<file path="src/rtl/p2s_arb_ctrl.sv">
// Round-robin arbiter feeding one MSB-first parallel-to-serial shifter.
// One IDLE grant cycle per frame, then WIDTH enabled shift cycles.
module p2s_arb_ctrl #(
   parameter int unsigned N_REQ = 4,
   parameter int unsigned WIDTH = 4,
   parameter int unsigned IDW   = 2
) (
   input  logic                     clk,
   input  logic                     rst_n,
   input  logic [N_REQ-1:0]         req_valid,
   input  logic [N_REQ*WIDTH-1:0]   req_data,
   output logic [N_REQ-1:0]         req_ready,
   input  logic                     ser_en,
   output logic                     ser_dout,
   output logic                     ser_valid,
   output logic                     ser_start,
   output logic                     ser_last,
   output logic [IDW-1:0]           ser_id,
   output logic                     busy
);

   localparam int unsigned CNTW = $clog2(WIDTH);
   localparam logic [CNTW-1:0] CNT_LAST = CNTW'(WIDTH - 1);
   localparam logic [IDW-1:0]  ID_LAST  = IDW'(N_REQ - 1);
   localparam logic [IDW:0]    N_WIDE   = (IDW + 1)'(N_REQ);

   typedef enum logic {
      ST_IDLE  = 1'b0,
      ST_SHIFT = 1'b1
   } state_t;

   state_t             state_q, state_d;
   logic [WIDTH-1:0]   shreg_q, shreg_d;
   logic [CNTW-1:0]    cnt_q, cnt_d;
   logic [IDW-1:0]     ptr_q, ptr_d;
   logic [IDW-1:0]     ser_id_q, ser_id_d;
   logic               dout_q, dout_d;
   logic               valid_q, valid_d;
   logic               start_q, start_d;
   logic               last_q, last_d;
   logic               busy_q, busy_d;

   logic [2*N_REQ-1:0] rot_valid;
   logic               grant_vld;
   logic [IDW:0]       grant_sum;
   logic [IDW-1:0]     grant_id;
   logic [N_REQ-1:0]   grant_onehot;
   logic [WIDTH-1:0]   grant_word;
   logic [CNTW-1:0]    cnt_inc;

   // Rotate valids so bit 0 is the requester at ptr, then take the first set bit.
   always_comb begin
      rot_valid = {req_valid, req_valid} >> ptr_q;
      grant_vld = 1'b0;
      grant_sum = '0;
      for (int k = 0; k < N_REQ; k++) begin
         if (!grant_vld && rot_valid[k]) begin
            grant_vld = 1'b1;
            grant_sum = {1'b0, ptr_q} + (IDW + 1)'(k);
         end
      end
      if (grant_sum >= N_WIDE) begin
         grant_sum = grant_sum - N_WIDE;
      end
      grant_id = grant_sum[IDW-1:0];
   end

   // Decode the winner into a one-hot ready and select its word.
   always_comb begin
      grant_onehot = '0;
      grant_word   = '0;
      for (int i = 0; i < N_REQ; i++) begin
         if (grant_vld && (grant_id == IDW'(i))) begin
            grant_onehot[i] = 1'b1;
            grant_word      = req_data[i*WIDTH +: WIDTH];
         end
      end
   end

   // Ready is forced low while reset is held so nothing is accepted into a dead frame.
   always_comb begin
      req_ready = '0;
      if (rst_n && (state_q == ST_IDLE)) begin
         req_ready = grant_onehot;
      end
   end

   assign cnt_inc = cnt_q + CNTW'(1);

   // Next-state and registered output values.
   always_comb begin
      state_d  = state_q;
      shreg_d  = shreg_q;
      cnt_d    = cnt_q;
      ptr_d    = ptr_q;
      ser_id_d = ser_id_q;
      dout_d   = dout_q;
      valid_d  = valid_q;
      start_d  = start_q;
      last_d   = last_q;
      busy_d   = busy_q;

      case (state_q)
         ST_IDLE: begin
            if (grant_vld) begin
               state_d  = ST_SHIFT;
               shreg_d  = grant_word;
               cnt_d    = '0;
               ser_id_d = grant_id;
               ptr_d    = (grant_id == ID_LAST) ? '0 : grant_id + IDW'(1);
               dout_d   = grant_word[WIDTH-1];
               valid_d  = 1'b1;
               start_d  = 1'b1;
               last_d   = 1'b0;
               busy_d   = 1'b1;
            end
         end
         ST_SHIFT: begin
            if (ser_en) begin
               shreg_d = {shreg_q[WIDTH-2:0], 1'b0};
               cnt_d   = cnt_inc;
               if (cnt_q == CNT_LAST) begin
                  state_d = ST_IDLE;
                  dout_d  = 1'b0;
                  valid_d = 1'b0;
                  start_d = 1'b0;
                  last_d  = 1'b0;
                  busy_d  = 1'b0;
               end else begin
                  dout_d  = shreg_q[WIDTH-2];
                  start_d = 1'b0;
                  last_d  = (cnt_inc == CNT_LAST);
               end
            end
         end
         default: begin
            state_d = ST_IDLE;
         end
      endcase
   end

   always_ff @(posedge clk or negedge rst_n) begin
      if (!rst_n) begin
         state_q  <= ST_IDLE;
         shreg_q  <= '0;
         cnt_q    <= '0;
         ptr_q    <= '0;
         ser_id_q <= '0;
         dout_q   <= 1'b0;
         valid_q  <= 1'b0;
         start_q  <= 1'b0;
         last_q   <= 1'b0;
         busy_q   <= 1'b0;
      end else begin
         state_q  <= state_d;
         shreg_q  <= shreg_d;
         cnt_q    <= cnt_d;
         ptr_q    <= ptr_d;
         ser_id_q <= ser_id_d;
         dout_q   <= dout_d;
         valid_q  <= valid_d;
         start_q  <= start_d;
         last_q   <= last_d;
         busy_q   <= busy_d;
      end
   end

   assign ser_dout  = dout_q;
   assign ser_valid = valid_q;
   assign ser_start = start_q;
   assign ser_last  = last_q;
   assign ser_id    = ser_id_q;
   assign busy      = busy_q;

endmodule

</file>
<file path="config.mk">
export PLATFORM = sky130hd
export DESIGN_NAME = p2s_arb_ctrl
export DESIGN_NICKNAME = d
export VERILOG_FILES = /design/src/rtl/p2s_arb_ctrl.sv
export SDC_FILE = /design/constraint.sdc
export NUM_CORES = 1
export LEC_CHECK = 0
export ABC_AREA = 1
export BUFFER_PORTS_ARGS = -buffer_cell sky130_fd_sc_hd__buf_2
export CAP_MARGIN = 40
export CORE_ASPECT_RATIO = 1.4
export CORE_MARGIN = 2
export CORE_UTILIZATION = 44
export CTS_CLUSTER_DIAMETER = 120
export CTS_CLUSTER_SIZE = 20
export DETAILED_ROUTE_END_ITERATION = 7
export PLACE_DENSITY = 0.8
export SYNTH_ARGS = -nofsm -noshare
export SYNTH_HDL_FRONTEND = slang
export SYNTH_SLANG_ARGS = --single-unit
</file>
<file path="constraint.sdc">
create_clock -name clk -period 4.1 [get_ports clk]
set_input_delay 0.41 -clock clk [delete_from_list [all_inputs] [get_ports clk]]
set_output_delay 0.41 -clock clk [all_outputs]
set_load 0.1 [all_outputs]
</file>
==> out/results.ini <==
[global_route]
grt.total_usage = 0.193
grt_max_degree = 20
overflow = 0
grt_pass1_wl_um = 4440
antenna_found_initial = 0
grt_pass1_vias = 1130

[floorplan]
die_y_um = 64.8
die_x_um = 47.4
ios = 34
fp-row-count = 22
design.core.area_sq_um = 2560
die-area_sq_um = 3070
start_util = 0.453

[setup_path]
critPathArrivalTime_ns = 2.77
ff2ff_setup_slack_ns = 1.64
worstSetupPathType = flip-flop to output port
cp_data_required_time_ns = 3.69
worst_setup_path_start_kind = flip-flop
crit_fanout = 19
cp-end-kind = output port

[sta]
period_minus_slack_ns = 3.18
worst-slew-pin-transition_ns = 0.487
finClkSkew_ns = 0.00213
rsz0062_at_grt = no
max_freq_mhz = 315
finalCritPeriodShare = 0.775
slew_viol_final = 0
finalSetupTns_ns = 0
slew_headroom = 0.677
hold_viol = 0
finalSetupViolCount = 0

[clocking]
clock-sinks = 14
clk_latency_ns = 0.28
ctsHoldBuffers = 0
ctsHtreeMaxLevel = 1
cts_tree = built
cts_buffer_depth = 2
path_clk_slew_ns = 0.08
cts_resized = 0
cts_buffers = 3
clock-root-buffer = clkbuf_4
cts_setup_buffers = 0

[status]
status = finished, final reports clean

[cells_and_area]
layout_common_cells = 63 x nand2_1, 33 x buf_2, 22 x nand3_1, 18 x inv_1, 14 x dfrtp_1
antenna_cells = 0
layout.nets = 237
final_layout_size_suffix_gt1_frac = 0.275
area_growth_pct = 18.7
final_common_cell = nand2_1

[hold_path]
min_path_type = primary input to asynchronous set/reset pin

[routing]
vias = 1124
drcViolationCount = 0
drtIter0Drc = 26
ant_nets = 0
wl_um = 2350
wl_per_cell_um = 9.67
first_pass_iters = 4
viasPerCell = 4.63

[placement]
finalWeightedCongestion = 0.824
dp_hpwl_um = 1940
port_buffers = 33

[yosys]
ys_seq_area_frac = 0.302
ys_ff_latch = 14
syn_area_sq_um = 1160
syn-num-nets = 203
avgSynthCellArea_sq_um = 6.67
ys_warn_count = 0
synthDistinctLibCells = 26
synth_cells = 174

[job]
maxCapViolCount = 0

## cell type report
type / count / area, sq um
Tap cell: 36 / 45.0
Inverter: 28 / 111
Sequential cell: 14 / 350
Clock buffer: 4 / 36.3
Multi-Input combinational cell: 128 / 668
Timing Repair Buffer: 33 / 165
Fill cell: 266 / 1180
## cells in the mapped netlist
cell      number  area share
nand3_2        1      0.0086
clkinv_1       2      0.0065
nand2_4        1      0.0097
nand4_4        1       0.018
buf_6          1      0.0097
o21ai_0        3       0.013
dfrtp_1       14        0.30
nand4_1        3       0.016
o21ai_2        2       0.015
a21oi_1        4       0.017
o21a_1         1      0.0065
o21ai_1        4       0.017
clkbuf_1       1      0.0032
a22o_1         1      0.0076
inv_1         18       0.058
buf_4          2       0.013
nand2_2        6       0.032
nand2_1       63        0.20
inv_4          2       0.011
nor2_1         8       0.026
clkinv_2       1      0.0043
xor2_1         1      0.0076
nor2_8         1       0.017
nand3_1       22       0.095
inv_2          5       0.016
ha_1           6       0.065
## flip-flops by register name, indices dropped and copies added, names as in the netlist, 2 cells and up
name and flops:
cnt_q 2, ptr_q 2, ser_id 2, shreg_q 3
## layer usage
| metal | routed length [um] | part of all wire | global-route usage | up-vias |
|---|---|---|---|---|
| met4 | 31 | 0.013 | 0.0799 | 0 |
| met3 | 69 | 0.029 | 0.0306 | 4 |
| met5 | 0 | 0 | 0 | - |
| li1 | - | - | - | 607 |
| met2 | 1230 | 0.52 | 0.316 | 21 |
| met1 | 1020 | 0.43 | 0.239 | 492 |
## worst paths after layout
path                            cells after the start           end    startpoint
worst max-delay path                               12  req_ready[2]      ptr_q[0]
min in group clk                                    5      ser_dout  req_data[15]
worst max register to register                     17    shreg_q[1]      ptr_q[0]
max in group asynchronous                           1       state_q         rst_n
worst min-delay path                                1      cnt_q[1]         rst_n
worst min register to register                      2     ser_start     ser_start
## metrics by stage
stage / hold WS (ns) / util / instance area, sq um / setup WS (ns) / std cells
2_1_floorplan: 0.114 / - / 1160 / 0.778 / 174
3_3_place_gp: 0.325 / 0.523 / 1340 / 1.30 / 239
3_5_place_dp: 0.326 / 0.523 / 1340 / 1.23 / 239
4_1_cts: 0.0198 / 0.538 / 1380 / 0.907 / 243
5_1_grt: 0.0278 / 0.538 / 1380 / 0.646 / 243
6_report: 0.0195 / 0.538 / 1380 / 0.921 / 243
## worst max-delay path, stage by stage, from the launching register on
cell and delay, ns:
dfrtp_1 0.56, inv_4 0.09, nand2_2 0.08, nand3_1 0.10, nand2_2 0.13, nand4_4 0.27, nand2_1 0.14, nand2_1 0.07
o21ai_2 0.09, ha_1 0.28, nand2_1 0.15, nor2_1 0.11, buf_2 0.43
## kinds of logic after synthesis
logic type               Yosys count  share of synthesized area
AO/OA/AOI/OAI                     15                     0.0766
adder cells (fa/ha/maj)            6                     0.0647
XOR/XNOR                           1                    0.00755
flip-flops                        14                      0.302
AND/OR/NAND/NOR                  106                      0.427
buffers and inverters             32                      0.122
Power is not shown: default switching activity piles up to over one toggle a cycle in this logic, so the estimate is an artifact.
